<file path="src/rtl/ecc_word_packer.sv">
// ecc_word_packer
//   Gathers 16-bit ingress words into 8-word (128-bit) groups for the ECC
//   encoder / SRAM write stage. One group of double buffering (fill buffer
//   plus output register) keeps ingress flowing while downstream stalls.
//
// Ports:
//   clk, rst          single clock, synchronous active-high reset
//   in_valid/in_ready ingress handshake; in_data word, in_last ends packet
//   out_valid/out_ready egress handshake
//   out_data          word k at [16k+15:16k], word 0 received first
//   out_cnt           valid words in group (1..8)
//   out_last          group ends a packet
//   out_grp           group index within the packet (wraps silently)
//
// Configuration:
//   ECC_PACK_ZERO_PAD_EN  when defined, unused slots of a completed group
//                         are forced to zero; otherwise they hold stale data.
module ecc_word_packer #(
  parameter int GRP_IDX_W = 6
) (
  input  logic                 clk,
  input  logic                 rst,
  input  logic                 in_valid,
  input  logic [15:0]          in_data,
  input  logic                 in_last,
  output logic                 in_ready,
  output logic                 out_valid,
  input  logic                 out_ready,
  output logic [127:0]         out_data,
  output logic [3:0]           out_cnt,
  output logic                 out_last,
  output logic [GRP_IDX_W-1:0] out_grp
);

  logic [127:0]         fill_q, fill_d;
  logic [127:0]         wr_data, grp_data;
  logic [2:0]           wp_q, wp_d;
  logic                 fill_full_q, fill_full_d;
  logic [3:0]           pend_cnt_q, pend_cnt_d;
  logic                 pend_last_q, pend_last_d;
  logic [GRP_IDX_W-1:0] pend_grp_q, pend_grp_d;
  logic [GRP_IDX_W-1:0] gi_q, gi_d;
  logic                 out_valid_q, out_valid_d;
  logic [127:0]         out_data_q, out_data_d;
  logic [3:0]           out_cnt_q, out_cnt_d;
  logic                 out_last_q, out_last_d;
  logic [GRP_IDX_W-1:0] out_grp_q, out_grp_d;

  logic                 acc;
  logic                 complete;
  logic                 out_free;
  logic [3:0]           grp_cnt;

  always_comb begin
    in_ready = !fill_full_q && !rst;
    acc      = in_valid && in_ready;
    complete = acc && ((wp_q == 3'd7) || in_last);
    // Output register can take a new group if empty or draining this edge.
    out_free = !out_valid_q || out_ready;
    grp_cnt  = {1'b0, wp_q} + 4'd1;

    wr_data = fill_q;
    wr_data[{wp_q, 4'b0000} +: 16] = in_data;

    grp_data = wr_data;
`ifdef ECC_PACK_ZERO_PAD_EN
    for (int k = 0; k < 8; k++) begin
      if (k > int'(wp_q)) grp_data[k*16 +: 16] = 16'h0000;
    end
`endif

    fill_d      = fill_q;
    wp_d        = wp_q;
    fill_full_d = fill_full_q;
    pend_cnt_d  = pend_cnt_q;
    pend_last_d = pend_last_q;
    pend_grp_d  = pend_grp_q;
    gi_d        = gi_q;
    out_valid_d = out_valid_q;
    out_data_d  = out_data_q;
    out_cnt_d   = out_cnt_q;
    out_last_d  = out_last_q;
    out_grp_d   = out_grp_q;

    if (out_valid_q && out_ready) out_valid_d = 1'b0;

    if (acc) begin
      fill_d = complete ? grp_data : wr_data;
      wp_d   = complete ? 3'd0 : wp_q + 3'd1;
      if (complete) begin
        gi_d = in_last ? '0 : gi_q + 1'b1;
        if (out_free) begin
          out_valid_d = 1'b1;
          out_data_d  = grp_data;
          out_cnt_d   = grp_cnt;
          out_last_d  = in_last;
          out_grp_d   = gi_q;
        end else begin
          // Park the group; ingress stalls until the output register drains.
          fill_full_d = 1'b1;
          pend_cnt_d  = grp_cnt;
          pend_last_d = in_last;
          pend_grp_d  = gi_q;
        end
      end
    end

    // A parked group implies out_valid_q, so out_ready alone means a drain.
    if (fill_full_q && out_ready) begin
      out_valid_d = 1'b1;
      out_data_d  = fill_q;
      out_cnt_d   = pend_cnt_q;
      out_last_d  = pend_last_q;
      out_grp_d   = pend_grp_q;
      fill_full_d = 1'b0;
    end
  end

  always_ff @(posedge clk) begin
    if (rst) begin
      wp_q        <= 3'd0;
      fill_full_q <= 1'b0;
      pend_cnt_q  <= 4'd0;
      pend_last_q <= 1'b0;
      pend_grp_q  <= '0;
      gi_q        <= '0;
      out_valid_q <= 1'b0;
      out_data_q  <= '0;
      out_cnt_q   <= 4'd0;
      out_last_q  <= 1'b0;
      out_grp_q   <= '0;
    end else begin
      wp_q        <= wp_d;
      fill_full_q <= fill_full_d;
      pend_cnt_q  <= pend_cnt_d;
      pend_last_q <= pend_last_d;
      pend_grp_q  <= pend_grp_d;
      gi_q        <= gi_d;
      out_valid_q <= out_valid_d;
      out_data_q  <= out_data_d;
      out_cnt_q   <= out_cnt_d;
      out_last_q  <= out_last_d;
      out_grp_q   <= out_grp_d;
    end
  end

  // Buffer contents need no reset: wp/fill_full decide what is meaningful.
  always_ff @(posedge clk) begin
    fill_q <= fill_d;
  end

  assign out_valid = out_valid_q;
  assign out_data  = out_data_q;
  assign out_cnt   = out_cnt_q;
  assign out_last  = out_last_q;
  assign out_grp   = out_grp_q;

endmodule

</file>
<file path="config.mk">
export PLATFORM = sky130hd
export DESIGN_NAME = ecc_word_packer
export DESIGN_NICKNAME = d
export VERILOG_FILES = /design/src/rtl/ecc_word_packer.sv
export SDC_FILE = /design/constraint.sdc
export NUM_CORES = 1
export LEC_CHECK = 0
export CAP_MARGIN = 20
export CORE_MARGIN = 2
export CORE_UTILIZATION = 60
export DETAILED_ROUTE_END_ITERATION = 16
export PLACE_DENSITY_LB_ADDON = 0.25
export SYNTH_ARGS = -nofsm -noshare
export SYNTH_HDL_FRONTEND = slang
export SYNTH_SLANG_ARGS = --single-unit
</file>
<file path="constraint.sdc">
create_clock -name clk -period 19.65 [get_ports clk]
set_input_delay 3.93 -clock clk [delete_from_list [all_inputs] [get_ports clk]]
set_output_delay 3.93 -clock clk [all_outputs]
set_load 0.005 [all_outputs]
</file>
==> flow_results.xml <==
<?xml version="1.0" encoding="UTF-8"?>
<metrics>
  <group name="clock_network">
    <metric name="worst_setup_hold_path_clk_slew" unit="ns">0.06</metric>
    <metric name="clock_sinks" unit="">289</metric>
    <metric name="cts_bufs_inserted" unit="">29</metric>
    <metric name="post-cts-setup-buffer-count" unit="">0</metric>
    <metric name="max-clock-path-buffers" unit="">3</metric>
    <metric name="ctsHoldBuffers" unit="">0</metric>
    <metric name="skew_pair_late_insertion_delay" unit="ns">0.54</metric>
    <metric name="tritoncts" unit="">yes</metric>
    <metric name="postCtsResizedCells" unit="">0</metric>
    <metric name="cts_root_buf" unit="">sky130_fd_sc_hd__clkbuf_16</metric>
    <metric name="h_tree_depth_reported_by_cts" unit="">1</metric>
  </group>
  <group name="route">
    <metric name="route.antenna.remaining_nets" unit="">0</metric>
    <metric name="detail_route.drc_violations" unit="">0</metric>
    <metric name="route.vias.total" unit="">9324</metric>
    <metric name="detail_route.first_pass.iterations" unit="">7</metric>
    <metric name="detail_route.wirelength" unit="mm">31.1</metric>
    <metric name="detail_route.vias_per_cell" unit="">6.20</metric>
    <metric name="wl_per_cell" unit="um">20.7</metric>
    <metric name="detailedRoute.firstIterationViolations" unit="">671</metric>
  </group>
  <group name="setup_path">
    <metric name="worstSetupStartpointType" unit="">primary input</metric>
    <metric name="timing.rr.start" unit="">wp_q[0]</metric>
    <metric name="path_buf_inv" unit="">2</metric>
    <metric name="number_of_gates_on_the_worst_path_with_buffers_counted" unit="">3</metric>
    <metric name="worstReg2RegEnd" unit="">out_data[119]</metric>
    <metric name="length_in_cells_of_the_worst_reg_to_reg_path" unit="">7</metric>
    <metric name="slowest_stage" unit="">sky130_fd_sc_hd__buf_6</metric>
    <metric name="setup.reg_to_reg.worst_slack" unit="ns">15.52</metric>
    <metric name="critical_path.cell_chain" unit="">buf_6 &gt; nor2_1 &gt; clkdlybuf4s50_1</metric>
    <metric name="cp_top_family" unit="">buffers and inverters</metric>
    <metric name="timing.critical_path.arrival" unit="ns">5.08</metric>
    <metric name="critPathCaptureType" unit="">primary output</metric>
    <metric name="critPathMaxStageDelay" unit="ns">0.58</metric>
    <metric name="critical_path_required" unit="ns">15.72</metric>
    <metric name="setup.worst_path.class" unit="">primary input to primary output</metric>
    <metric name="crit_fanout" unit="">88</metric>
  </group>
  <group name="synth">
    <metric name="ys_warn_count" unit="">0</metric>
    <metric name="postSynthNetCount" unit="">1144</metric>
    <metric name="mappedNetlistArea" unit="um2">12900</metric>
    <metric name="seq_area_frac_synth" unit="%">54.6</metric>
    <metric name="ys_ff_latch" unit="">289</metric>
    <metric name="postSynthAreaPerCell" unit="um2">11.6</metric>
    <metric name="netlist-cell-type-count" unit="">46</metric>
    <metric name="number_of_instances_in_the_synthesized_netlist" unit="">1117</metric>
  </group>
  <group name="outcome">
    <metric name="run_status" unit="">completed</metric>
  </group>
  <group name="finish">
    <metric name="layout_common_cells" unit="">161 x sky130_fd_sc_hd__dfxtp_1, 160 x sky130_fd_sc_hd__clkdlybuf4s50_1, 129 x sky130_fd_sc_hd__nor3b_1</metric>
    <metric name="postLayoutCellArea" unit="um2">15400</metric>
    <metric name="layout.cells.most_common" unit="">sky130_fd_sc_hd__dfxtp_1</metric>
    <metric name="final_layout_size_suffix_gt1_share" unit="%">17.2</metric>
    <metric name="post_route_insts_no_fill" unit="">1505</metric>
    <metric name="area_added_between_synthesis_and_finish" unit="%">19.2</metric>
    <metric name="diodes" unit="">0</metric>
    <metric name="finalNetCount" unit="">1234</metric>
  </group>
  <group name="die">
    <metric name="die-width" unit="um">151</metric>
    <metric name="io-pin-count" unit="">162</metric>
    <metric name="core_region_area" unit="um2">21100</metric>
    <metric name="rows" unit="">53</metric>
    <metric name="vertical_die_dimension" unit="um">151</metric>
    <metric name="initial_utilization" unit="%">61.4</metric>
    <metric name="die-area" unit="um2">22800</metric>
  </group>
  <group name="timing">
    <metric name="final-max-slew-violation-count" unit="">0</metric>
    <metric name="worst_pin_slew" unit="ns">1.03</metric>
    <metric name="report.final.setup_viol" unit="">0</metric>
    <metric name="share_of_the_cycle_needed_by_the_critical_path_after_routing" unit="%">45.9</metric>
    <metric name="final.setup_skew" unit="ns">0.0122</metric>
    <metric name="period_needed" unit="ns">9.01</metric>
    <metric name="fmax" unit="MHz">111</metric>
    <metric name="rsz0062_at_grt" unit="">false</metric>
    <metric name="totalNegativeSetupSlack" unit="ns">0</metric>
    <metric name="hold_violations" unit="">0</metric>
    <metric name="worst_slew_margin_rel" unit="%">31.0</metric>
    <metric name="fin_hold_ws" unit="ns">0.455</metric>
  </group>
  <group name="global_route">
    <metric name="initial_antenna_violation_count" unit="">0</metric>
    <metric name="grt_first_pass_wirelength" unit="mm">47.5</metric>
    <metric name="grt_start_max_net_pins" unit="">89</metric>
    <metric name="vias_in_the_first_global_route" unit="">8764</metric>
    <metric name="groute.usage.overall" unit="%">26.5</metric>
    <metric name="grt_overflow" unit="">0</metric>
  </group>
  <group name="worst_hold_path">
    <metric name="hold-path-cell-count" unit="">2</metric>
    <metric name="end_point_of_the_most_critical_hold_path" unit="">pend_grp_q[2]</metric>
    <metric name="hold_start" unit="">pend_grp_q[2]</metric>
    <metric name="worst_hold_path_type" unit="">flop to flop</metric>
  </group>
  <group name="placement">
    <metric name="hpwl" unit="mm">18.3</metric>
    <metric name="placed_cells" unit="">1451</metric>
    <metric name="port-buffer-count" unit="">161</metric>
    <metric name="globalplace.congestion" unit="">0.778</metric>
    <metric name="dpl-instance-area" unit="um2">14500</metric>
  </group>
  <group name="power_and_ir_drop">
    <metric name="cellPowerDensity" unit="nW/um2">86.7</metric>
    <metric name="power.static_leakage" unit="nW">5.75</metric>
    <metric name="power.ir.vdd_worst" unit="mV">0.0749</metric>
    <metric name="overall_power" unit="mW">1.34</metric>
  </group>
  <group name="job">
    <metric name="max_cap_viol_count" unit="">0</metric>
  </group>
</metrics>
-- Yosys cell counts (all sizes together) --
cell type,n,area [um2]
nor2,84,315
o21ba,1,10.0
nor2b,1,6.26
or3,1,6.26
inv,5,18.8
a32oi,1,8.76
nand3,26,130
buf,48,289
and2,2,12.5
clkbuf,66,248
nor3b,129,968
nand2,81,304
mux2,114,1280
o21ai,15,75.1
nor4bb,1,10.0
edfxtp,128,3840
mux2i,34,340
or4b,1,10.0
nor4b,2,17.5
nand4bb,1,11.3
or2,1,6.26
nor4,1,6.26
o31ai,2,15.0
a31oi,2,12.5
nand4b,1,8.76
or3b,1,8.76
a21oi,16,80.1
a211oi,49,533
dfxtp,161,3220
nand4,4,25.0
a311oi,26,234
a211o,64,561
ha,6,75.1
o211ai,1,7.51
nor3,31,160
a31o,1,8.76
xor2,2,17.5
xnor2,1,8.76
and4b,1,10.0
nand2b,5,31.3
-- how the worst max path moves through the flow --
stage	startpoint	to	slack (ns)
2_1_floorplan	rst	gi_q[0]	10.47
3_5_place_dp	rst	in_ready	10.64
3_3_place_gp	rst	in_ready	10.64
4_1_cts	rst	in_ready	10.65
6_report	rst	in_ready	10.64
5_1_grt	rst	in_ready	10.57
-- worst register-to-register path, delay by kind of cell, from the launching register on --
| family | cells | cell delay [ns] |
|---|---|---|
| and+or+nand+nor | 2 | 1.77 |
| DFF | 1 | 0.79 |
| AOI/OAI and AO/OA | 1 | 0.13 |
| muxes | 1 | 0.45 |
| buffers and inverters | 1 | 0.19 |
| adders and majority gates | 2 | 0.66 |
-- area by class of cell --
class                      instances  area (um2)
clock buffer                      50         906
clock inverter                     4        23.8
fill                            1538        5660
inverter                           5        23.8
multi-input combinational        709        5360
sequential                       289        7070
tap                              275         344
timing repair buffer             173        1700
-- cells by family after synthesis --
family          count (synthesis)  share of synthesized area [%]
flops                         289                           54.6
simple gates                  374                           15.8
xor+xnor                        3                          0.203
compound gates                178                           11.9
buf+inv                       119                           4.29
fa+ha+maj                       6                          0.580
mux                           148                           12.5
-- registers in the layout, indices dropped and copies added (netlist names) --
name and count:
wp_q 3, fill_full_q 1, out_last 1, out_data 128, out_valid 1, pend_cnt_q 4, out_grp 6, fill_q 128
out_cnt 4, gi_q 6, pend_grp_q 6, pend_last_q 1
-- report_power, final --
group | switching [mW] | total [mW] | internal, mW
Sequential | 0.0162 | 0.674 | 0.658
Combinational | 0.0654 | 0.129 | 0.0632
Clock | 0.224 | 0.535 | 0.311
Total | 0.306 | 1.34 | 1.03
-- per-layer routing --
layer  vias to the layer above  share of wire [%]  track usage, %
met2                       324                 48            43.0
li1                       4320                  -               -
met1                      4637                 43            38.0
met3                        43                7.0            4.37
met5                         -                  0               0
met4                         0                1.6            5.42
-- stage by stage --
| stage | utilization (%) | worst slack (ns) |
|---|---|---|
| global route | 73.2 | 10.57 |
| finish | 73.2 | 10.64 |
| floorplan | - | 10.47 |
| CTS | 73.2 | 10.65 |
| detailed placement | 68.8 | 10.64 |
| global placement | 68.7 | 10.64 |
Power figures use the tool's default switching activity.
